===== config.mk =====
export PLATFORM = sky130hd
export DESIGN_NAME = clk_freq_meter
export DESIGN_NICKNAME = d
export VERILOG_FILES = /design/src/rtl/clk_meas_pkg.sv /design/src/rtl/sync_edge_detect.sv /design/src/rtl/clk_freq_meter.sv
export SDC_FILE = /design/constraint.sdc
export NUM_CORES = 1
export LEC_CHECK = 0
export BUFFER_PORTS_ARGS = -buffer_cell sky130_fd_sc_hd__buf_2
export CAP_MARGIN = 10
export CORE_AREA = 3 3 93 95
export CTS_BUF_LIST = sky130_fd_sc_hd__clkbuf_4 sky130_fd_sc_hd__clkbuf_8
export DETAILED_ROUTE_END_ITERATION = 10
export DIE_AREA = 0 0 96 98
export REMOVE_ABC_BUFFERS = 1
export SLEW_MARGIN = 20
export SYNTH_ARGS = -nofsm -noshare
export SYNTH_HDL_FRONTEND = slang
export SYNTH_SLANG_ARGS = --single-unit

===== constraint.sdc =====
create_clock -name clk_100mhz -period 7.52 [get_ports clk_100mhz]
set_input_delay 0.752 -clock clk_100mhz [delete_from_list [all_inputs] [get_ports clk_100mhz]]
set_output_delay 0.752 -clock clk_100mhz [all_outputs]
set_load 0.005 [all_outputs]

===== src/rtl/clk_meas_pkg.sv =====
// clk_meas_pkg: shared FSM state type and gate-counter sizing for clk_freq_meter
package clk_meas_pkg;
  typedef enum logic [1:0] {IDLE, ARM, GATE, REPORT} meas_state_t;
  function automatic int gate_cnt_w(input int gate_cycles);
    return $clog2(gate_cycles);
  endfunction
endpackage


===== src/rtl/sync_edge_detect.sv =====
// sync_edge_detect: 2-FF synchronizer followed by a registered rising-edge pulse
module sync_edge_detect (
  input  logic clk_100mhz,
  input  logic rst_n,
  input  logic d,
  output logic rise
);
  logic d_meta, d_sync, d_prev;
  // resynchronise d, keep its previous value and flag each 0->1 transition
  always_ff @(posedge clk_100mhz or negedge rst_n)
    if (!rst_n) begin
      d_meta <= 1'b0;
      d_sync <= 1'b0;
      d_prev <= 1'b0;
      rise <= 1'b0;
    end else begin
      d_meta <= d;
      d_sync <= d_meta;
      d_prev <= d_sync;
      rise <= d_sync & ~d_prev;
    end
endmodule


===== src/rtl/clk_freq_meter.sv =====
// clk_freq_meter: counts sig_in rising edges per gate window and flags range and lock
module clk_freq_meter
  import clk_meas_pkg::*;
#(
  parameter int GATE_CYCLES    = 1000,
  parameter int EXPECTED_EDGES = 100,
  parameter int TOLERANCE      = 2,
  parameter int LOCK_WINDOWS   = 4,
  parameter int CNT_W          = 16
) (
  input  logic             clk_100mhz,
  input  logic             rst_n,
  input  logic             enable,
  input  logic             sig_in,
  output logic [CNT_W-1:0] edge_count,
  output logic             count_valid,
  output logic             in_range,
  output logic             locked,
  output logic             no_signal
);
  localparam int GW = gate_cnt_w(GATE_CYCLES);
  localparam int LW = $clog2(LOCK_WINDOWS + 1);
  localparam int EW = $clog2(EXPECTED_EDGES + 1);
  localparam int DW = (CNT_W > EW ? CNT_W : EW) + 1;
  localparam logic [GW-1:0] GATE_LAST = GW'(GATE_CYCLES - 1);
  localparam logic [LW-1:0] LOCK_MAX = LW'(LOCK_WINDOWS);
  localparam logic [CNT_W-1:0] CNT_MAX = '1;
  meas_state_t state;
  logic rise;
  logic [GW-1:0] gate_cnt;
  logic [CNT_W-1:0] edge_cnt, edge_nxt;
  logic [LW-1:0] lock_cnt, lock_nxt;
  logic signed [DW-1:0] diff;
  logic [DW-1:0] diff_abs;
  logic range_ok;
  sync_edge_detect u_sync (
    .clk_100mhz (clk_100mhz),
    .rst_n      (rst_n),
    .d          (sig_in),
    .rise       (rise)
  );
  assign edge_nxt = (rise && edge_cnt != CNT_MAX) ? edge_cnt + 1'b1 : edge_cnt;
  assign diff = $signed(DW'(edge_nxt)) - $signed(DW'(EXPECTED_EDGES));
  assign diff_abs = diff < 0 ? -diff : diff;
  assign range_ok = diff_abs <= DW'(TOLERANCE);
  assign lock_nxt = !range_ok ? '0 : lock_cnt == LOCK_MAX ? lock_cnt : lock_cnt + 1'b1;
  // measurement FSM: arm, count over the gate, publish results on entry to REPORT
  always_ff @(posedge clk_100mhz or negedge rst_n)
    if (!rst_n) begin
      state <= IDLE;
      gate_cnt <= '0;
      edge_cnt <= '0;
      lock_cnt <= '0;
      edge_count <= '0;
      count_valid <= 1'b0;
      in_range <= 1'b0;
      locked <= 1'b0;
      no_signal <= 1'b0;
    end else begin
      count_valid <= 1'b0;
      case (state)
        IDLE: begin
          gate_cnt <= '0;
          edge_cnt <= '0;
          state <= enable ? ARM : IDLE;
        end
        ARM: begin
          gate_cnt <= '0;
          edge_cnt <= '0;
          state <= enable ? GATE : IDLE;
          if (!enable) begin
            lock_cnt <= '0;
            locked <= 1'b0;
          end
        end
        GATE: begin
          if (!enable) begin
            state <= IDLE;
            lock_cnt <= '0;
            locked <= 1'b0;
          end else begin
            gate_cnt <= gate_cnt + 1'b1;
            edge_cnt <= edge_nxt;
            if (gate_cnt == GATE_LAST) begin
              state <= REPORT;
              edge_count <= edge_nxt;
              count_valid <= 1'b1;
              in_range <= range_ok;
              no_signal <= edge_nxt == '0;
              lock_cnt <= lock_nxt;
              locked <= lock_nxt == LOCK_MAX;
            end
          end
        end
        REPORT: begin
          edge_cnt <= CNT_W'(rise);
          gate_cnt <= '0;
          state <= enable ? GATE : IDLE;
        end
        default: state <= IDLE;
      endcase
    end
endmodule


==> summary.txt, run 1 <==
Route
  • TritonRoute pass-1 iters: 4
  • Iter 0 DRT Violations: around 190
  • Post-DRT Antenna Nets: 0
  • Vias/cell: 5.75
  • Final Routed Wirelength: 8.37 mm
  • DRC viols: 0
  • Total number of vias: 3012
  • WL/cell: 16.0 um

CTS
  • CTS clk-pin slew, worst paths: 100 ps
  • TritonCTS clock tree: done
  • Resize count post-CTS: 0
  • Num CTS Buffers: 5
  • Max clock buf depth: 2
  • Root buffer cell: clkbuf_8
  • # Post-CTS Setup Buffers: 0
  • Worst-Skew Late Latency: 310 ps
  • Clk sink count: 55
  • Hold Buf Count CTS: 0
  • H-tree depth: 2

Synthesis
  • EDFF count, synth: 0
  • Netlist cell types: just over 60
  • Synthesized area per cell: 8.79 sq um
  • Yosys reg bits: 55
  • Synth area leader: dfrtp_1
  • Synth top area cells: dfrtp_1 (38%), nor2_1 (4.8%), nand2_1 (4.6%)
  • Post-synth top area share: 0.376
  • Post-Synthesis Cells: 416
  • Ys async rst share: 1.00
  • Mapped cell area: roughly 3700 sq um
  • Synth Warn #: 0
  • Ys flop type: dfrtp_1
  • Sequential element share of the synthesized area: 0.376

Timing
  • Max Transition Viols Final: 0
  • RSZ-0062 raised after global routing: no
  • Slew HR: 0.326
  • Worst slew pin tran: 1010 ps
  • Period minus WS final: 4480 ps
  • Setup Skew: 5.76 ps
  • Final Cycle Share: 0.596
  • Setup TNS: 0 ps
  • Max Fclk: 223 MHz
  • Fin. Hold Viols: 0
  • Final setup viols: 0

Worst setup path
  • Crit path cell chain: ha_1, nand4_1, nor4_2, buf_4, or3_1, and2_1, ha_1, nand3_1, o21ai_0, a21o_1, o2111a_1, nand2_1, a2111oi_2, o2111ai_2, nor2_2, a22o_1
  • Critical path class: reg2reg
  • Crit path to: lock_cnt[1]
  • Worst R2R Setup Slack: 3040 ps
  • R2R cell count: 16
  • Crit-path max FO: 13
  • Max incr delay on CP: 520 ps
  • WP data required: 7770 ps
  • Startpoint types: flip-flop
  • Crit path buf inv count: 1
  • R2R Path End: lock_cnt[1]
  • Critical Path Slowest Stage Cell: dfrtp_1
  • Most common cell on crit path: ha_1
  • Crit end category: flip-flop
  • Crit path launch: edge_cnt[0]
  • FF-to-FF Start: edge_cnt[0]
  • Cell family with the largest share of critical-path delay: compound AO/OA/AOI/OAI gates
  • Worst EP arrival: 4730 ps
  • Crit. path cell count: 16

Die
  • Ports: 24
  • Initial Utilization: 0.468
  • Die area: approximately 9400 sq um
  • Die width: 96 um
  • Placeable Area: approximately 7800 sq um
  • Die height: between 90 and 100 um
  • Num rows: 32

Min path
  • Worst Hold Class: reg2reg

Run
  • Max Cap Viol: 0

Global routing
  • Total track usage: 0.183
  • Largest net degree at the start of global routing: 56
  • Antenna violations before repair: 0
  • Grt ovf: 0
  • First-pass GRT wire length: between 10 and 15 mm
  • Vias in the first global route: approximately 2800

Place
  • Placed Area: 3780 sq um
  • Port Buffer Count: 23
  • Final GP Congestion: 0.884
  • Post-DP HPWL: 6.18 mm

Finish
  • Nets: 435
  • Layout cell share with drive strength beyond 1: 0.126
  • Most frequent cells in the layout: dfrtp_1 (55), nor2_1 (47), nand2_1 (45), o21ai_0 (28), buf_2 (23)
  • Design Area, Final: slightly below 4000 sq um
  • Antenna Cells: 0
  • Layout area overhead: 6.26%
  • Commonest non-fill, non-tap cell in the layout: dfrtp_1

Pwr
  • PwrDens: 137 nW/um^2
  • Peak supply drop: between 70 and 80 uV
  • Pleak: 1.65 nW
  • Power Total: between 0.5 and 0.6 mW

Outcome
  • Outcome: finished, final reports clean
==> registers in the layout (all words and copies together) (netlist names), 2 cells and up <==
signal	flops
edge_cnt	16
state	2
gate_cnt	10
edge_count	16
lock_cnt	3
==> per-layer routing <==
metal  track usage  share of wire
met3        0.0270          0.039
met4        0.0438          0.010
met5             0              0
met1         0.269           0.49
met2         0.282           0.46
==> worst min-delay path by stage <==
stage / startpoint / endpoint / slack [ps] / depth (start not counted)
6_report: u_sync.d_meta / u_sync.d_sync / 360 / 0
5_1_grt: u_sync.d_meta / u_sync.d_sync / 370 / 0
4_1_cts: u_sync.d_meta / u_sync.d_sync / 360 / 0
3_5_place_dp: u_sync.d_meta / u_sync.d_sync / 340 / 0
3_3_place_gp: u_sync.d_meta / u_sync.d_sync / 330 / 0
2_1_floorplan: u_sync.d_meta / u_sync.d_sync / 330 / 0
==> through the flow <==
| stage | util | cells | hold slack (ps) | setup slack (ps) |
|---|---|---|---|---|
| 5_1_grt | 0.498 | 524 | 369 | 2600 |
| 4_1_cts | 0.498 | 524 | 364 | 3070 |
| 3_3_place_gp | 0.484 | 517 | 333 | 3270 |
| 6_report | 0.498 | 524 | 361 | 3040 |
| 2_1_floorplan | - | 390 | 331 | 3370 |
| 3_5_place_dp | 0.484 | 517 | 341 | 3110 |
==> where the power goes <==
group / internal (mW) / switching (mW) / total, mW
Combinational: 0.0103 / 0.0217 / 0.0321
Clock: 0.0974 / 0.0959 / 0.193
Sequential: 0.302 / 0.00532 / 0.307
Total: 0.409 / 0.123 / 0.532
==> Yosys cell counts, types with 2 or more instances <==
cell type,instances
a2111oi_2,2
a211o_1,2
a211oi_1,7
a21o_1,5
a21oi_1,18
a22o_1,2
a22oi_1,2
a311o_1,2
a31oi_1,3
and2_1,6
and3_1,3
and4_1,6
buf_2,6
buf_4,8
clkbuf_1,11
dfrtp_1,55
ha_1,9
inv_1,11
mux2_2,5
mux2i_1,5
nand2_1,45
nand2b_1,4
nand3_1,12
nand3b_1,2
nand4_1,13
nand4_2,2
nand4b_1,4
nor2_1,47
nor2b_1,2
nor3_1,9
nor4_1,4
o2111a_1,2
o211ai_1,3
o21ai_0,28
o22a_1,2
or2_2,2
or3_1,13
or4_1,2
xnor2_1,17
xor2_1,14
==> cells by family after synthesis <==
kind of cell | synth area share
compound gates | 0.174
flops | 0.376
xor+xnor | 0.0742
fa+ha+maj | 0.0308
buf+inv | 0.0482
mux | 0.0291
simple gates | 0.267
==> final cells by class <==
class	count	area (sq um)
Tap cell	102	128
Clock buffer	5	68.8
Clock inverter	2	37.5
Inverter	11	41.3
Sequential cell	55	1380
Fill cell	769	3920
Multi-Input combinational cell	324	2100
Timing Repair Buffer	25	130
Note: power is estimated with default switching activity, not from simulation.
==> run 2: changes to the inputs <==
ABC_AREA = 1   (was not set)
clock period = 4.35 ns   (was 7.52 ns; I/O delays follow)
==> summary.txt, run 2 <==
Synthesis
  • Xor/xnor share of the synthesized area: 0.0215 (was 0.0742)
  • Ys async rst share: 1.00 (unchanged)
  • Ys flop type: dfrtp_1 (unchanged)
  • Mapped cell area: 3660 sq um (about the same)
  • Simple-gate share of the synthesized area: 0.394 (was 0.267)
  • Mux share of post-synthesis cell area: 0 (was 0.0291)
  • Adder-cell share of the synthesized area: 0.0307 (was 0.0308)
  • Most instantiated cells after synthesis: nand2_1 (160), dfrtp_1 (55), inv_1 (54) (was dfrtp_1 (55), nor2_1 (47), nand2_1 (45))
  • Post-Synthesis Cells: 516 (was 416)
  • Synthesized area per cell: 7.10 sq um (was 8.79 sq um)
  • Synth area leader: dfrtp_1 (unchanged)
  • Yosys reg bits: 55 (unchanged)
  • Synth Warn #: 0 (unchanged)
  • Post-synth top area share: 0.376 (about the same)
  • Top-count cell post-synth: nand2_1 (was dfrtp_1)
  • Compound-Gate Fraction of Synth Area: 0.0963 (was 0.174)
  • Sequential element share of the synthesized area: 0.376 (about the same)
  • EDFF count, synth: 0 (unchanged)
  • Netlist cell types: 36 (was 61)
  • Synth top area cells: dfrtp_1 (38%), nand2_1 (16%), inv_1 (5.5%) (was dfrtp_1 (38%), nor2_1 (4.8%), nand2_1 (4.6%))
  • Largest family of logic cells by synthesized area: simple AND/OR/NAND/NOR gates (unchanged)

Timing
  • Max Fclk: 278 MHz (was 223 MHz)
  • Slew HR: 0.487 (was 0.326)
  • Fin. Hold Viols: 0 (unchanged)
  • Worst slew pin tran: 767 ps (was 1010 ps)
  • Setup Skew: 7.90 ps (was 5.76 ps)
  • Setup TNS: 0 ps (unchanged)
  • Max Transition Viols Final: 0 (unchanged)
  • Final setup viols: 0 (unchanged)
  • Post-route setup slack: 755 ps (was 3040 ps)
  • Period minus WS final: 3600 ps (was 4480 ps)
  • Final Cycle Share: 0.827 (was 0.596)
  • RSZ-0062 raised after global routing: no (unchanged)

Place
  • Post-DP HPWL: 6.60 mm (was 6.18 mm)
  • Final GP Congestion: 0.914 (was 0.884)
  • Port Buffer Count: 23 (unchanged)
  • Dpl ws: 811 ps (was 3110 ps)

Finish
  • Most frequent cells in the layout: nand2_1 (160), dfrtp_1 (55), inv_1 (54), nor2_1 (41), nand3_1 (40) (was dfrtp_1 (55), nor2_1 (47), nand2_1 (45), o21ai_0 (28), buf_2 (23))
  • Nets: 556 (was 435)
  • Layout area overhead: 9.49% (was 6.26%)
  • Commonest non-fill, non-tap cell in the layout: nand2_1 (was dfrtp_1)
  • Antenna Cells: 0 (unchanged)
  • Top Registers: edge_cnt: 16 flops, edge_count: 16 flops, gate_cnt: 10 flops (unchanged)
  • Fillers: 809 (was 769)
  • Layout cell share with drive strength beyond 1: 0.164 (was 0.126)

Route
  • TritonRoute pass-1 iters: 4 (unchanged)
  • WL/cell: 13.6 um (was 16.0 um)
  • Post-DRT Antenna Nets: 0 (unchanged)
  • Total number of vias: 3336 (was 3012)
  • Vias/cell: 5.16 (was 5.75)
  • DRC viols: 0 (unchanged)
  • Final Routed Wirelength: 8.77 mm (was 8.37 mm)
  • Iter 0 DRT Violations: 152 (was 189)

Worst setup path
  • Worst EP arrival: 3850 ps (was 4730 ps)
  • Most common cell on crit path: nand2_1 (was ha_1)
  • Crit end category: flip-flop (unchanged)
  • Critical path class: reg2reg (unchanged)
  • Critical Path Slowest Stage Cell: dfrtp_1 (unchanged)
  • WP data required: 4600 ps (was 7770 ps)
  • Startpoint types: flip-flop (unchanged)
  • Max incr delay on CP: 420 ps (was 520 ps)
  • Crit-path max FO: 13 (unchanged)

Pwr
  • Logic pwr share: 0.122 (was 0.060)
  • PwrDens: 253 nW/um^2 (was 137 nW/um^2)
  • Sw Ratio: 0.261 (was 0.231)
  • Switching power: 0.265 mW (was 0.123 mW)
  • Pleak: 1.97 nW (was 1.65 nW)
  • Power share of the clock group: 0.354 (was 0.363)
  • Peak supply drop: 113 uV (was 74.3 uV)
  • Sequential power share: 0.524 (was 0.577)
  • Int Power: 0.751 mW (was 0.409 mW)

CTS
  • Clk sink count: 55 (unchanged)
  • CTS clk-pin slew, worst paths: 100 ps (about the same)
  • Worst-Skew Late Latency: 310 ps (about the same)
  • Num CTS Buffers: 5 (unchanged)
  • Hold Buf Count CTS: 0 (unchanged)
  • # Post-CTS Setup Buffers: 0 (unchanged)
  • Root buffer cell: clkbuf_8 (unchanged)
  • Resize count post-CTS: 0 (unchanged)
  • H-tree depth: 2 (unchanged)
  • Max clock buf depth: 2 (unchanged)
  • TritonCTS clock tree: done (unchanged)

Die
  • Placeable Area: 7810 sq um (unchanged)
  • Initial Utilization: 0.469 (was 0.468)
  • Num rows: 32 (unchanged)
  • Die height: 98 um (unchanged)
  • Die area: 9410 sq um (unchanged)
  • Die width: 96 um (unchanged)
  • Ports: 24 (unchanged)

Outcome
  • Outcome: finished, final reports clean (unchanged)

Min path
  • Worst Hold Class: in2reg (was reg2reg)

Run
  • Max Cap Viol: 0 (unchanged)

Global routing
  • Largest net degree at the start of global routing: 56 (unchanged)
  • Total track usage: 0.200 (was 0.183)
  • Antenna violations before repair: 0 (unchanged)
  • First-pass GRT wire length: 15.2 mm (was 13.7 mm)
  • Vias in the first global route: 3142 (was 2767)
  • Grt ovf: 0 (unchanged)
## run 2: cell count changes after synthesis, moves of 7 or more
cell	before	now
a211oi_1	7	0
a21oi_1	18	7
or3_1	13	0
nand3_1	12	40
inv_2	0	9
inv_1	11	54
nand2_1	45	160
buf_4	8	0
nand2_2	0	17
o22ai_1	1	16
xnor2_1	17	1
## run 2: power groups by stage
stage	clock, mW	combinational (mW)	sequential (mW)
after floorplan	0	0.0786	0.543
after global placement	0	0.126	0.542
after detailed placement	0	0.126	0.543
after CTS	0.371	0.126	0.533
after global routing	0.391	0.142	0.535
final	0.360	0.124	0.533
## run 2: cells by family (layout without fill, tap and decap cells)
logic type,count (synthesis),in the layout
XOR/XNOR,9,9
AND/OR/NAND/NOR,307,307
flip-flops,55,55
AO/OA/AOI/OAI,63,63
buffers and inverters,73,101
adder cells (fa/ha/maj),9,9
## run 2: metrics by stage
step                       util  hold slack (ps)  instances  area [sq um]  power, mW
final                     0.514              224        646          4010       1.02
after global routing      0.514              218        646          4010       1.07
after CTS                 0.514              218        646          4010       1.03
after detailed placement  0.499              337        638          3890      0.669
after global placement    0.499              337        638          3890      0.669
after floorplan               -              139        507          3610      0.621
## run 2: path summary, 6_finish.rpt
| check | slack (ps) | start | endpoint | cells after the start |
|---|---|---|---|---|
| max | 750 | edge_cnt[0] | locked | 26 |
| min | 220 | sig_in | u_sync.d_meta | 1 |
| max reg2reg | 750 | edge_cnt[0] | locked | 26 |
| min reg2reg | 360 | u_sync.d_meta | u_sync.d_sync | 0 |
| max in group asynchronous | 3630 | rst_n | locked | 2 |
| min in group asynchronous | 240 | rst_n | edge_cnt[13] | 2 |
## run 2: cell type report
type | instances | area (sq um) | area share
Inverter | 64 | 240 | 0.0599
Clock buffer | 6 | 82.6 | 0.0206
Timing Repair Buffer | 29 | 160 | 0.0399
Multi-Input combinational cell | 388 | 1990 | 0.496
Clock inverter | 2 | 35.0 | 0.00873
Sequential cell | 55 | 1380 | 0.343
Tap cell | 102 | 128 | 0.0318
## run 2: metal layers
metal / routed length [um] / vias to the layer above / track usage
met5: 0 / - / 0
li1: - / 1720 / -
met4: 139 / 0 / 0.0514
met1: 4240 / 1549 / 0.286
met3: 231 / 12 / 0.0247
met2: 4160 / 55 / 0.319
## run 2: worst max-delay path: cells and delay by family (launching register included)
kind / cells / cell delay, ps
buf+inv: 5 / 380
simple gates: 19 / 2230
flops: 1 / 420
fa+ha+maj: 2 / 500
